==> config.mk <==
export PLATFORM = sky130hd
export DESIGN_NAME = imem_fetch_unit
export DESIGN_NICKNAME = d
export VERILOG_FILES = /design/src/rtl/imem_fetch_unit.sv
export SDC_FILE = /design/constraint.sdc
export NUM_CORES = 1
export LEC_CHECK = 0
export CAP_MARGIN = 20
export CORE_MARGIN = 10
export CORE_UTILIZATION = 54
export DETAILED_ROUTE_END_ITERATION = 8
export PLACE_DENSITY = 0.77
export SLEW_MARGIN = 10
export SYNTH_ARGS = -nofsm -noshare
export SYNTH_HDL_FRONTEND = slang
export SYNTH_SLANG_ARGS = --single-unit
==> constraint.sdc <==
create_clock -name clk -period 2.9 [get_ports clk]
set_clock_uncertainty 0.1 [all_clocks]
set_input_delay 0.435 -clock clk [delete_from_list [all_inputs] [get_ports clk]]
set_output_delay 0.435 -clock clk [all_outputs]
set_load 0.05 [all_outputs]
==> src/rtl/imem_fetch_unit.sv <==
// Instruction store plus program-counter sequencer: load the program, run it from PC 0,
// and stop on a halt word, an out-of-range PC or the cycle budget.  Optional macro IMEM_WRAP_EN.
module imem_fetch_unit #(
    parameter int              IW         = 16,
    parameter int              AW         = 5,
    parameter int              PCW        = 32,
    parameter int              MAX_CYCLES = 125,
    parameter logic [IW-1:0]   HALT_WORD  = 16'hFFFF
) (
    input  logic           clk,
    input  logic           reset,
    input  logic           load_we,
    input  logic [AW-1:0]  load_addr,
    input  logic [IW-1:0]  load_data,
    input  logic           start,
    input  logic           stall,
    input  logic           pc_sel,
    input  logic [PCW-1:0] pc_target,
    output logic [IW-1:0]  instr,
    output logic [PCW-1:0] pc,
    output logic           instr_valid,
    output logic           running,
    output logic           done,
    output logic [1:0]     done_cause,
    output logic [PCW-1:0] cycle_count
);

    localparam int             DEPTH      = 1 << AW;
    localparam logic [PCW-1:0] LAST_CYCLE = PCW'(MAX_CYCLES - 1);

    localparam logic [1:0] CAUSE_NONE    = 2'b00;
    localparam logic [1:0] CAUSE_HALT    = 2'b01;
    localparam logic [1:0] CAUSE_RANGE   = 2'b10;
    localparam logic [1:0] CAUSE_TIMEOUT = 2'b11;

    typedef enum logic [1:0] {
        IDLE = 2'd0,
        RUN  = 2'd1,
        DONE = 2'd2
    } state_t;

    state_t        state;
    state_t        state_next;
    logic [IW-1:0] mem [DEPTH];
    logic          in_range;
    logic [1:0]    stop_cause;
    logic          stop;
    logic          launch;

    // Branch/stall selection; with wrapping enabled the result is folded into the memory range.
    function automatic logic [PCW-1:0] next_pc(
        input logic [PCW-1:0] cur,
        input logic           hold,
        input logic           take,
        input logic [PCW-1:0] target
    );
        logic [PCW-1:0] nxt;
        if (hold)
            nxt = cur;
        else if (take)
            nxt = target;
        else
            nxt = cur + PCW'(1);
`ifdef IMEM_WRAP_EN
        nxt = {{(PCW-AW){1'b0}}, nxt[AW-1:0]};
`endif
        return nxt;
    endfunction

    // Halt outranks range, which outranks the budget.
    function automatic logic [1:0] stop_reason(
        input logic           vld,
        input logic [IW-1:0]  word,
        input logic           inr,
        input logic [PCW-1:0] cnt
    );
        logic [1:0] cause;
        if (vld && (word == HALT_WORD))
            cause = CAUSE_HALT;
        else if (!inr)
            cause = CAUSE_RANGE;
        else if (cnt == LAST_CYCLE)
            cause = CAUSE_TIMEOUT;
        else
            cause = CAUSE_NONE;
        return cause;
    endfunction

`ifdef IMEM_WRAP_EN
    assign in_range = 1'b1;
`else
    localparam logic [PCW-1:0] DEPTH_PC = PCW'(DEPTH);
    assign in_range = (pc < DEPTH_PC);
`endif

    assign instr      = mem[pc[AW-1:0]];
    assign stop_cause = stop_reason(instr_valid, instr, in_range, cycle_count);
    assign stop       = (state == RUN) && (stop_cause != CAUSE_NONE);
    assign launch     = (state != RUN) && start;

    always_ff @(posedge clk or posedge reset) begin
        if (reset)
            state <= IDLE;
        else
            state <= state_next;
    end

    always_comb begin
        state_next = state;
        unique case (state)
            IDLE:    if (start) state_next = RUN;
            RUN:     if (stop)  state_next = DONE;
            DONE:    if (start) state_next = RUN;
            default: state_next = IDLE;
        endcase
    end

    always_comb begin
        running     = (state == RUN);
        done        = (state == DONE);
        instr_valid = (state == RUN) && in_range;
    end

    // On the stopping cycle the PC freezes but that cycle is still counted.
    always_ff @(posedge clk or posedge reset) begin
        if (reset) begin
            pc          <= '0;
            cycle_count <= '0;
            done_cause  <= CAUSE_NONE;
        end else if (launch) begin
            pc          <= '0;
            cycle_count <= '0;
            done_cause  <= CAUSE_NONE;
        end else if (state == RUN) begin
            cycle_count <= cycle_count + PCW'(1);
            if (stop)
                done_cause <= stop_cause;
            else
                pc <= next_pc(pc, stall, pc_sel, pc_target);
        end
    end

    // Program memory keeps its contents across reset; writes are locked out while running.
    always_ff @(posedge clk) begin
        if (load_we && (state != RUN))
            mem[load_addr] <= load_data;
    end

endmodule

==> impl_metrics.py <==
metrics = {
    "run_status": {
        "status": "finished, violations left",
        "violations": "setup timing",
    },
    "sta": {
        "worst_slew_pin_slew_ps": 626,
        "count_of_pins_over_their_slew_limit": 0,
        "setup_repair_after_global_routing_missed_its_margin": "yes",
        "period_share_pct": 124,
        "fin_worst_hold_slack_ps": 23.3,
        "setup-violations-final": 52,
        "slew_headroom_pct": 58.1,
        "fin_crit_ps": 3600,
        "maxClockFrequency_mhz": 277,
        "timing.final.ws_setup_ps": -704,
        "timing_hold_violations_final": 0,
    },
    "power": {
        "seq_power_share_pct": 32.5,
        "combinational_power_share_pct": 43.2,
        "power.switching_fraction_pct": 34.3,
        "clock_power_share_pct": 24.4,
        "p_sw_uw": 10200,
        "power.density_nw_per_um2": 969,
        "cell_internal_pwr_uw": 19600,
        "p_leak_uw": 0.0104,
        "max-vdd-ir-drop_mv": 1.47,
        "post-layout-total-power_uw": 29700,
    },
    "synthesis": {
        "synth_cell_type_count": 65,
        "ys.warnings.count": 0,
        "synth_edf_count": 512,
        "async_flop_share_pct": 11.7,
        "synth_area_per_cell_um2": 17.6,
        "postSynthRegisterBits": 580,
        "mappedNetlistArea_um2": 23800,
        "postSynthCellCount": 1356,
        "synth_seq_area_share_pct": 71.7,
        "dominantRegCellSynth": "edfxtp_1",
        "synth_fp_nets": 1418,
    },
    "layout": {
        "design_area_um2": 30700,
        "finalNetCount": 1836,
        "areaGrowthSynthToFinish_pct": 28.8,
        "final_layout_size_suffix_gt1_share_pct": 32.9,
        "antennaDiodeCount": 0,
        "leading_cell_types_in_the_layout_fill_and_taps_excluded": "edfxtp_1, buf_4, clkdlybuf4s50_1",
        "leading_cell_type_in_the_layout_fill_and_taps_excluded": "edfxtp_1",
    },
    "route": {
        "initialDrtViolationCount": 1816,
        "route.detailed.wl_per_inst_um": 28.2,
        "routed_wirelength_um": 67800,
        "first_pass_iters": 6,
        "detailroute.via_count": 15100,
        "routed_via_density": 6.29,
        "drcViolationCount": 0,
        "route.antenna.remaining_nets": 0,
    },
    "critical_path": {
        "category_of_the_worst_setup_path_launch_point": "register",
        "critical_path_class": "register to output pin",
        "path_max_fanout": 8,
        "timing.rr.start": "pc[1]",
        "rrSetupSlack_ps": -670,
        "timing.rr.end": "pc[27]",
        "ff2ff_path_depth": 14,
        "crit_arrival_ps": 3070,
        "crit_required_ps": 2370,
        "endpoint_kind": "output pin",
    },
    "cts": {
        "cts.htree.levels": 2,
        "worstSkewPairLatency_ps": 620,
        "cts.sink_count": 580,
        "cts-root-to-sink-buffers": 3,
        "cts_inserted_buffers": 56,
        "tritoncts": "done",
        "clk_root_buffer_cell": "clkbuf_16",
        "cts.hold.buffers_added": 0,
        "clk_pin_slew_worst_paths_ps": 60,
    },
    "floorplanning": {
        "core_area_um2": 43400,
        "floorplan.io_pins": 144,
        "die_width_um": 230,
        "initial_cell_density_of_the_core_pct": 54.9,
        "core.rowCount": 76,
        "die_area_um2": 52900,
        "die_y_um": 230,
    },
    "global_routing": {
        "globalRouteTotalUtil_pct": 25.0,
        "wire_length_of_the_first_global_routing_pass_um": 99400,
        "gr-total-overflow": 0,
        "number_of_global_route_vias_before_repair": 15500,
        "largest_net_degree_at_the_start_of_global_routing": 33,
        "grt_antenna_before_repair": 0,
    },
    "placed_design": {
        "dpl-instance-area_um2": 27800,
        "numPortBuffers": 143,
        "detailed_place_hpwl_um": 41800,
        "replace_congestion": 0.881,
    },
    "run": {
        "maxCapViolations": 0,
    },
    "hold_path": {
        "hold_class": "input port to async pin",
    },
}
## Yosys cell counts (13+ instances only)
cell type,n,area (um2)
nor2_1,71,267
a21oi_1,37,185
mux4_2,85,1910
clkbuf_1,21,78.8
inv_1,15,56.3
and2_1,17,106
buf_2,15,75.1
dfrtp_1,68,1700
nand2_1,62,233
o21ai_0,23,115
a211oi_1,19,143
o21a_1,15,113
o221ai_1,24,210
mux2i_1,95,951
nand4_1,15,93.8
nor3_1,21,105
nand3_1,42,210
nor4_1,16,100
a2bb2oi_1,13,114
edfxtp_1,512,15400
## through the flow
step                cells  setup TNS [ps]  util, %  setup WS (ps)
floorplan            1356           -9200        -           -286
global placement     2250          -13820     64.2           -550
detailed placement   2250          -16230     64.2           -574
CTS                  2398          -24620     70.3           -676
global route         2405          -32840     70.8           -734
finish               2405          -30320     70.8           -704
## state kept, by name, indices dropped and copies added (netlist names)
register     cells
pc              32
state            2
done_cause       2
mem            512
cycle_count     32
## area by class of cell
class / instances / area [um2]
sequential: 580 / 17100
clock buffer: 71 / 1500
tap: 585 / 732
clock inverter: 33 / 307
timing repair buffer: 428 / 4250
fill: 2629 / 12700
multi-input combinational: 690 / 6740
inverter: 18 / 67.6
## cell families (layout without fill, tap and decap cells)
kind of cell | count (synthesis) | count (layout) | share of synthesized area [%]
DFF | 580 | 580 | 71.7
and+or+nand+nor | 292 | 293 | 6.33
muxes | 196 | 196 | 13.3
AOI/OAI and AO/OA | 195 | 195 | 6.00
buffers and inverters | 87 | 550 | 2.44
adders and majority gates | 3 | 3 | 0.158
xor gates and xnor gates | 3 | 3 | 0.110
## worst max-delay path, stage by stage, from the launching register on
cell	delay, ps
dfrtp_4	490
buf_4	180
buf_12	150
mux4_2	540
a2bb2oi_1	200
a211oi_2	360
buf_4	190
nor2_4	50
buf_4	130
buf_12	140
## worst max-delay path by stage
stage / to / slack (ps) / start
global route: instr[15] / -730 / pc[1]
floorplan: pc[21] / -290 / pc[1]
detailed placement: pc[9] / -570 / pc[0]
CTS: instr[12] / -680 / pc[1]
finish: instr[15] / -700 / pc[1]
global placement: pc[1] / -550 / pc[3]
## what timing repair did
action,4_1_cts,5_1_grt
pin swaps,31,11
buffers inserted,38,9
gates cloned,7,0
endpoints found under the setup margin,53,53
gates resized for setup,86,36
## power groups by stage
stage | registers, uW | clock network [uW] | logic, uW
6_report | 9660 | 7240 | 12800
5_1_grt | 9680 | 7620 | 13300
4_1_cts | 9640 | 7260 | 12300
3_5_place_dp | 9820 | 0 | 10900
3_3_place_gp | 9800 | 0 | 10700
2_1_floorplan | 10400 | 0 | 5780
## layer usage
metal / vias up / global-route usage, % / wire length (um)
li1: 6351 / - / -
met1: 7618 / 31.7 / 24800
met2: 978 / 41.7 / 33600
met3: 178 / 5.37 / 6790
met4: 0 / 9.33 / 2630
met5: - / 0 / 0
No activity file was read; power rests on OpenSTA's default activity.
